File: src/rtl/btc_pkg.sv
// Shared constants, FSM state type and byte-order helpers for the header feeder.
package btc_pkg;

  localparam int HDR_WORDS = 20;
  localparam int NONCE_IDX = 19;

  typedef enum logic [1:0] {
    S_IDLE,
    S_START,
    S_WAIT,
    S_CHECK
  } state_t;

  function automatic logic [31:0] bswap32(input logic [31:0] w);
    return {w[7:0], w[15:8], w[23:16], w[31:24]};
  endfunction

  // Bitcoin compares digests as little-endian integers.
  function automatic logic [255:0] bswap256(input logic [255:0] h);
    logic [255:0] r;
    r = '0;
    for (int i = 0; i < 32; i++) r[i*8 +: 8] = h[(31-i)*8 +: 8];
    return r;
  endfunction

endpackage

File: src/rtl/hdr_word_server.sv
// Header register file plus the rq/addr -> data/rdy word server.
// The last word is always the byte-swapped live nonce, never the RAM copy.
module hdr_word_server
  import btc_pkg::*;
#(
  parameter int NWORDS = HDR_WORDS
) (
  input  logic        clk,
  input  logic        rst,
  input  logic        wr_en,
  input  logic [4:0]  wr_addr,
  input  logic [31:0] wr_data,
  input  logic [31:0] nonce,
  input  logic        rq,
  input  logic [4:0]  addr,
  output logic [31:0] data,
  output logic        rdy
);

  localparam logic [4:0] LAST = 5'(NWORDS - 1);

  logic [31:0] ram [NWORDS];
  logic        rq_q;
  logic [31:0] word;

  // No reset on the RAM: the header survives a sweep reset.
  always_ff @(posedge clk) begin
    if (wr_en && wr_addr <= LAST) ram[wr_addr] <= wr_data;
  end

  always_comb begin
    word = '0;
    if (addr == LAST)     word = bswap32(nonce);
    else if (addr < LAST) word = ram[addr];
  end

  always_ff @(posedge clk) begin
    if (rst) begin
      rq_q <= 1'b0;
      rdy  <= 1'b0;
      data <= '0;
    end else begin
      rq_q <= rq;
      rdy  <= rq && !rq_q;
      if (rq && !rq_q) data <= word;
    end
  end

endmodule

File: src/rtl/header_feeder.sv
// Nonce sweep controller: starts the hasher once per nonce, checks each
// returned hash against the target and reports the first winner or exhaustion.
module header_feeder
  import btc_pkg::*;
#(
  parameter int NWORDS = HDR_WORDS,
  parameter int CNT_W  = 32
) (
  input  logic             clk,
  input  logic             rst,
  input  logic             wr_en,
  input  logic [4:0]       wr_addr,
  input  logic [31:0]      wr_data,
  input  logic [255:0]     target,
  input  logic [31:0]      nonce_start,
  input  logic [31:0]      nonce_end,
  input  logic             go,
  input  logic             abort,
  output logic             hstart,
  input  logic             rq,
  input  logic [4:0]       addr,
  output logic [31:0]      data,
  output logic             rdy,
  input  logic             hdone,
  input  logic [255:0]     hash,
  output logic             busy,
  output logic             found,
  output logic             exhausted,
  output logic [31:0]      golden_nonce,
  output logic [CNT_W-1:0] hash_count
);

  state_t       state, state_nx;
  logic [31:0]  nonce;
  logic [255:0] hash_q;
  logic         abort_pend;
  logic         win;

  assign win    = bswap256(hash_q) <= target;
  assign hstart = (state == S_START);
  assign busy   = (state != S_IDLE);

  hdr_word_server #(.NWORDS(NWORDS)) u_srv (
    .clk     (clk),
    .rst     (rst),
    .wr_en   (wr_en && !busy),
    .wr_addr (wr_addr),
    .wr_data (wr_data),
    .nonce   (nonce),
    .rq      (rq),
    .addr    (addr),
    .data    (data),
    .rdy     (rdy)
  );

  always_ff @(posedge clk) begin
    if (rst) state <= S_IDLE;
    else     state <= state_nx;
  end

  always_comb begin
    state_nx = state;
    case (state)
      S_IDLE:  if (go) state_nx = S_START;
      S_START: state_nx = S_WAIT;
      S_WAIT:  if (hdone) state_nx = S_CHECK;
      S_CHECK: begin
        if (abort_pend || win || nonce == nonce_end) state_nx = S_IDLE;
        else                                         state_nx = S_START;
      end
      default: state_nx = S_IDLE;
    endcase
  end

  always_ff @(posedge clk) begin
    if (rst) begin
      nonce        <= '0;
      hash_q       <= '0;
      hash_count   <= '0;
      found        <= 1'b0;
      exhausted    <= 1'b0;
      golden_nonce <= '0;
      abort_pend   <= 1'b0;
    end else begin
      // The hasher cannot be cancelled, so abort only stops the next start.
      if (state != S_IDLE && abort) abort_pend <= 1'b1;
      case (state)
        S_IDLE: if (go) begin
          nonce      <= nonce_start;
          found      <= 1'b0;
          exhausted  <= 1'b0;
          hash_count <= '0;
          abort_pend <= 1'b0;
        end
        S_WAIT: if (hdone) begin
          hash_q     <= hash;
          hash_count <= hash_count + CNT_W'(1);
        end
        S_CHECK: if (!abort_pend) begin
          if (win) begin
            found        <= 1'b1;
            golden_nonce <= nonce;
          end else if (nonce == nonce_end) begin
            exhausted <= 1'b1;
          end else begin
            nonce <= nonce + 32'd1;
          end
        end
        default: ;
      endcase
    end
  end

endmodule

File: config.mk
export PLATFORM = sky130hd
export DESIGN_NAME = header_feeder
export DESIGN_NICKNAME = d
export VERILOG_FILES = /design/src/rtl/btc_pkg.sv /design/src/rtl/hdr_word_server.sv /design/src/rtl/header_feeder.sv
export SDC_FILE = /design/constraint.sdc
export NUM_CORES = 2
export LEC_CHECK = 0
export ABC_AREA = 1
export CAP_MARGIN = 0
export CORE_MARGIN = 2
export CORE_UTILIZATION = 30
export CTS_BUF_LIST = sky130_fd_sc_hd__clkbuf_4 sky130_fd_sc_hd__clkbuf_8 sky130_fd_sc_hd__clkbuf_16
export DETAILED_ROUTE_END_ITERATION = 10
export GPL_ROUTABILITY_DRIVEN = 0
export SKIP_CTS_REPAIR_TIMING = 1
export SYNTH_ARGS = -nofsm -noshare
export SYNTH_HDL_FRONTEND = slang
export SYNTH_SLANG_ARGS = --single-unit
File: constraint.sdc
create_clock -name clk -period 9.14 [get_ports clk]
set_input_delay 0.914 -clock clk [delete_from_list [all_inputs] [get_ports clk]]
set_output_delay 0.914 -clock clk [all_outputs]
set_load 0.1 [all_outputs]
# After elaboration in Yosys (flattened, before gate mapping)

Memory sizes are Yosys's and may differ from the RTL's.
Index checks and enable logic that the tools add are counted.

Bits in registers: 391
Bits in writable memories: 640
Bits of input ports: 625
Output and inout port bits: 101
Logic and storage cells: 76
Memories: 1

$add $sub $neg: 2
Magnitude comparators: 3
Equality and inequality tests: 12
Muxes and demuxes: 27
Bitwise logic cells: 1
Reductions and logical operators: 19

Memories:

| name      | depth | bits a word | rd ports | clocked after Yosys merged registers in | wr ports | line                  | RTL |
|---|---|---|---|---|---|---|---|
| u_srv.ram | 20    | 32          | 1        | 0                                       | 1        | hdr_word_server.sv:22 | `logic [31:0] ram [NWORDS];` |

Operator list:

| cell                  | count |
|---|---|
| $le 256x256->1        | 1 |
| $mux 32               | 8 |
| $pmux 32 s2           | 2 |
| $add 32x1->32 const B | 2 |
| $eq 32x32->1          | 1 |
| $ne 2x2->1 const B    | 7 |
| $mux 1                | 12 |
| $reduce_and 5->1      | 2 |
| $pmux 2 s4            | 1 |
| $reduce_and 3->1      | 2 |
| $reduce_bool 2->1     | 3 |
| $eq 5x5->1 const B    | 1 |
| $le 5x5->1 const B    | 1 |
| $lt 5x5->1 const B    | 1 |
| $eq 2x2->1 const B    | 2 |
| $logic_and 1x1->1     | 4 |
| $mux 2                | 2 |
| $pmux 1 s2            | 2 |
| $reduce_and 2->1      | 2 |
| $reduce_and 4->1      | 1 |
| $eq 2x1->1 const B    | 1 |
| $logic_not 1->1       | 2 |
| $logic_not 2->1       | 1 |
| $logic_or 1x1->1      | 2 |
| $not 1->1             | 1 |

# Longest topological paths before layout

Depth after elaboration: 6
Gate-level depth with buffers: 26
Gate-level depth less buffers: 25

# By module

From an unflattened synthesis, not the netlist that was laid out.

Cells, all modules: 5814
Area, all modules: 49931.6 um2

By module, submodules not included:

| module          | instances | cells each | area an instance (um2) | sequential area each (um2) |
|---|---|---|---|---|
| hdr_word_server | 1         | 2724       | 28537.4                | 19899.1 |
| header_feeder   | 1         | 3090       | 21394.3                | 7146.9 |

# Least setup slack after synthesis

OpenSTA, ideal clock, no wires.

Kind: input-to-reg
Start point: input wr_addr[2]
End point: memory u_srv.ram[0][0], enable pin
Library setup time: 421 ps
Arrival time: 2887 ps
Data required time: 8719 ps
Slack: 5832 ps
Stages: 5
Buffers on the path: 0
Cell sequence: inv_1 -> nand2_1 -> a21oi_1 -> nand4_1 -> nor2_1

Word-level cells in the longest chain between the ends: 4

Ends and longest elaborated chain:

| what                         | line                  | RTL |
|---|---|---|
| start: declaration           | header_feeder.sv:12   | `input logic [4:0] wr_addr,` |
| $le 5x5->1                   | hdr_word_server.sv:28 | `if (wr_en && wr_addr <= LAST) ram[wr_addr] <= wr_data;` |
| $logic_and 1x1->1            | hdr_word_server.sv:28 |  |
| $mux 1                       | hdr_word_server.sv:28 |  |
| $mux 1 (not written as such) | hdr_word_server.sv:28 |  |
| end: declaration             | hdr_word_server.sv:22 |  |

Several ways; a longest one is shown, not always the timed one.

# Worst setup path after layout

Start point: input target[191]
End point: register golden_nonce[5]

Word-level cells in the longest chain between the ends: 2

Ends and longest elaborated chain:

| what                              | line                 | RTL |
|---|---|---|
| start: declaration                | header_feeder.sv:14  | `input logic [255:0] target,` |
| $le 256x256->1                    | header_feeder.sv:39  | `assign win = bswap256(hash_q) <= target;` |
| $reduce_and 3->1 (no source line) | --                   |  |
| end signal: assignment            | header_feeder.sv:102 | `golden_nonce <= nonce;` |
| end: declaration                  | header_feeder.sv:29  | `output logic [31:0] golden_nonce,` |

Every way passes these cells.
A chain may end at the register's enable or synchronous reset.

==> reports/results.tsv <==
stage	metric	value	unit
outcome	status	completed	
timing	fmax	0.2175	GHz
logic_synthesis	synthesis.instances	4968	
timing	rsz0062_at_grt	no	
timing	final-hold-violation-count	0	
detailed_routing	wirelength	178000	um
critical_path	cp-start-kind	input pin	
finish	stdcell_count	7803	
cts	clk_latency	750	ps
timing	post-route-period-util	0.5030	
pwr	power_switching_share	0.3078	
detailed_routing	ant_nets	0	
grt	grt_max_degree	210	
logic_synthesis	syn_area	47060	um^2
grt	grt_overflow	0	
floorplan	die_h	400.1	um
logic_synthesis	yosysSeqAreaShare	0.5747	
floorplan	rows	145	
detailed_routing	dr.pass1.iters	6	
logic_synthesis	async_flop_share	0	
placed_design	placed_cells	7516	
pwr	p_leak	22.75	nW
grt	grt_pass1_vias	37000	
grt	grt_usage	0.2137	
floorplan	core-area	156000	um^2
floorplan	die_x	400.1	um
detailed_routing	dr.first_iter.drc_count	3200	
critical_path	critPathRequiredTime	9690	ps
detailed_routing	wl_per_cell	22.81	um
cts	cts_max_level	3	
detailed_routing	drc	0	
pwr	power_frac_comb	0.199	
critical_path	reg2reg_from	hash_q[70]$_SDFFE_PP0P_	
cts	cts-root-buf	clkbuf_16	
critical_path	cp.arrival	5150	ps
critical_path	rrSetupSlack	4680	ps
finish	drive_gt1_frac	0.05946	
placed_design	port-buffer-count	725	
critical_path	cp-endpoint	golden_nonce[5]$_SDFFE_PP0P_	
cts	cts_tree	done	
logic_synthesis	synth_cell_types	53	
timing	finClkSkew	60.31	ps
timing	whs	450.6	ps
pwr	peakVddDrop	163.6	uV
detailed_routing	routed_via_density	4.998	
run	max_cap_viol_count	0	
floorplan	io_pins	726	
critical_path	reg2reg_depth	14	
pwr	p_int	8.822	mW
grt	grt_pass1_wl	250700	um
logic_synthesis	ys_ff_latch	1031	
floorplan	die_area	160000	um^2
detailed_routing	vias	39000	
pwr	seq_power_share	0.441	
grt	antenna_found_initial	125	
placed_design	place_area	56250	um^2
pwr	p_clk_frac	0.360	
hold_path	hp-class	flip-flop to flip-flop	
logic_synthesis	syn_nets	5855	
logic_synthesis	syn_avg_cell_area	9.472	um^2
timing	finalSetupViolCount	0	
critical_path	critical_path_class	input pin to flip-flop	
logic_synthesis	synth_edf_count	640	
cts	numCtsBuffers	112	
critical_path	cp_max_fo	35	
critical_path	crit_path_end_kind	flip-flop	
timing	tightest_slew	1369	ps
finish	syn_to_final_growth	27.89	%
timing	max_slew_margin	0.07784	
floorplan	initial_core_util	0.3016	
cts	cts_sinks	1031	
timing	tns	0	ps
timing	period_needed	4598	ps
placed_design	dp_hpwl	122500	um
finish	num-nets-final	6459	
pwr	finalPower	12.75	mW
timing	slew_viol_final	0	
pwr	switching_power	3.923	mW
cts	clkSlewWorstSetupHoldPaths	60	ps
logic_synthesis	yosys_warnings	0	
logic_synthesis	synth-main-ff-cell	edfxtp_1	
cts	clk_path_buf_depth	3	
critical_path	startpoint	target[191]	
finish	design_area	60180	um^2
pwr	p_per_area	211.8	nW/um^2
critical_path	r2r_end	golden_nonce[5]$_SDFFE_PP0P_	
## cell usage in the layout (no fill, tap or decap), types with 6 or more instances in the layout
cell type / netlist / final
nor2_1: 1011 / 987
clkdlybuf4s50_1: 0 / 702
o21ai_0: 667 / 667
edfxtp_1: 640 / 640
nand2_1: 501 / 500
dfxtp_1: 391 / 391
inv_1: 383 / 380
ha_1: 262 / 262
a21oi_1: 237 / 236
nand3_1: 166 / 166
clkbuf_16: 0 / 112
o221ai_1: 87 / 87
diode_2: 0 / 77
o22ai_1: 73 / 73
buf_4: 6 / 59
nand4_1: 50 / 50
a31oi_1: 36 / 36
nor3_1: 34 / 34
clkinv_2: 0 / 26
clkbuf_4: 0 / 25
nor2_2: 4 / 20
xor2_1: 20 / 20
xnor2_1: 20 / 20
o21a_1: 16 / 16
clkinv_1: 2 / 15
or2_2: 14 / 14
clkbuf_8: 0 / 14
o211ai_1: 10 / 10
nor2_4: 1 / 9
mux2i_1: 8 / 8
nor4_1: 7 / 7
bufinv_16: 0 / 6
## through the flow
step | setup WS (ps) | util
5_1_grt | 4224 | 0.3854
3_3_place_gp | 3789 | 0.3605
4_1_cts | 4446 | 0.3845
6_report | 4542 | 0.3857
3_5_place_dp | 3687 | 0.3605
2_1_floorplan | 5832 | -
## state kept, by name (all words and copies together) (netlist names)
signal	count
golden_nonce	32
u_srv.rq_q	1
hash_count	32
abort_pend	1
nonce	32
state	2
found	1
u_srv.data	32
exhausted	1
u_srv.rdy	1
hash_q	256
u_srv.ram	640
## per-layer routing
metal	vias up	track usage	wire length (um)	part of all wire
li1	18440	-	-	-
met1	18620	0.2446	66800	0.38
met2	1432	0.3583	86420	0.49
met3	441	0.05981	15090	0.085
met4	62	0.1195	9232	0.052
met5	-	0.001211	418	0.0023
## worst max-delay path, stage by stage
cell and delay [ps]:
clkdlybuf4s50_1 470, inv_1 50, ha_1 290, nand2_1 60, nor2_1 400, nand4_1 160, inv_1 100, nand2_1 120
nor2_1 250, nand4_1 330, nor2_1 310, nand4_2 170, nand2_4 370, nand2_1 780, nand2_1 270, a21oi_1 80
## layout make-up
type	count	area, um^2
clock buffer	150	3169
tap	2058	2575
timing repair buffer	768	7574
inverter	388	1480
fill	15420	95840
clock inverter	60	569.3
sequential	1031	27050
multi-input combinational	3271	17580
antenna	77	192.7
## worst min path at each step
stage,from,endpoint,slack [ps],cells after the start
4_1_cts,exhausted$_SDFFE_PP0P_,exhausted$_SDFFE_PP0P_,450,2
2_1_floorplan,u_srv.rq_q$_SDFF_PP0_,u_srv.rdy$_SDFF_PP0_,400,1
3_3_place_gp,exhausted$_SDFFE_PP0P_,exhausted$_SDFFE_PP0P_,440,2
5_1_grt,golden_nonce[23]$_SDFFE_PP0P_,golden_nonce[23]$_SDFFE_PP0P_,480,2
3_5_place_dp,exhausted$_SDFFE_PP0P_,exhausted$_SDFFE_PP0P_,440,2
6_report,exhausted$_SDFFE_PP0P_,exhausted$_SDFFE_PP0P_,450,2
## power by group through the flow
| stage | Sequential (mW) | Combinational (mW) | Clock (mW) |
|---|---|---|---|
| floorplan | 5.69 | 1.56 | 0 |
| CTS | 5.61 | 2.54 | 4.68 |
| detailed placement | 5.71 | 2.53 | 0 |
| global route | 5.65 | 2.85 | 4.84 |
| global placement | 5.71 | 2.48 | 0 |
| finish | 5.62 | 2.54 | 4.59 |
## Yosys cell counts (4+ instances only)
master	count	share of area
nand2_1	501	0.040
ha_1	262	0.070
o21a_1	16	0.0026
buf_2	14	0.0015
buf_4	6	0.00096
o211ai_1	10	0.0016
nor4_1	7	0.00093
inv_1	383	0.031
nor3_1	34	0.0036
or2_2	14	0.0019
nor3_2	5	0.0011
o21ai_0	667	0.071
a21oi_1	237	0.025
xnor2_1	20	0.0037
clkbuf_1	244	0.019
mux2i_1	8	0.0017
edfxtp_1	640	0.41
dfxtp_1	391	0.17
xor2_1	20	0.0037
nor2_2	4	0.00053
o221ai_1	87	0.016
a31oi_1	36	0.0048
o21bai_1	4	0.00064
nand4_1	50	0.0066
nand3_1	166	0.018
nor4_2	5	0.0013
buf_1	12	0.00096
o22ai_1	73	0.0097
nor2_1	1011	0.081
## logic make-up after synthesis
family                     Yosys count  synth area share
DFF                               1031            0.5747
and+or+nand+nor                   1817            0.1582
AOI/OAI and AO/OA                 1144            0.1339
xor gates and xnor gates            40          0.007445
muxes                                8          0.001702
adders and majority gates          262           0.06966
buffers and inverters              666           0.05429
Power figures use the tool's default switching activity.
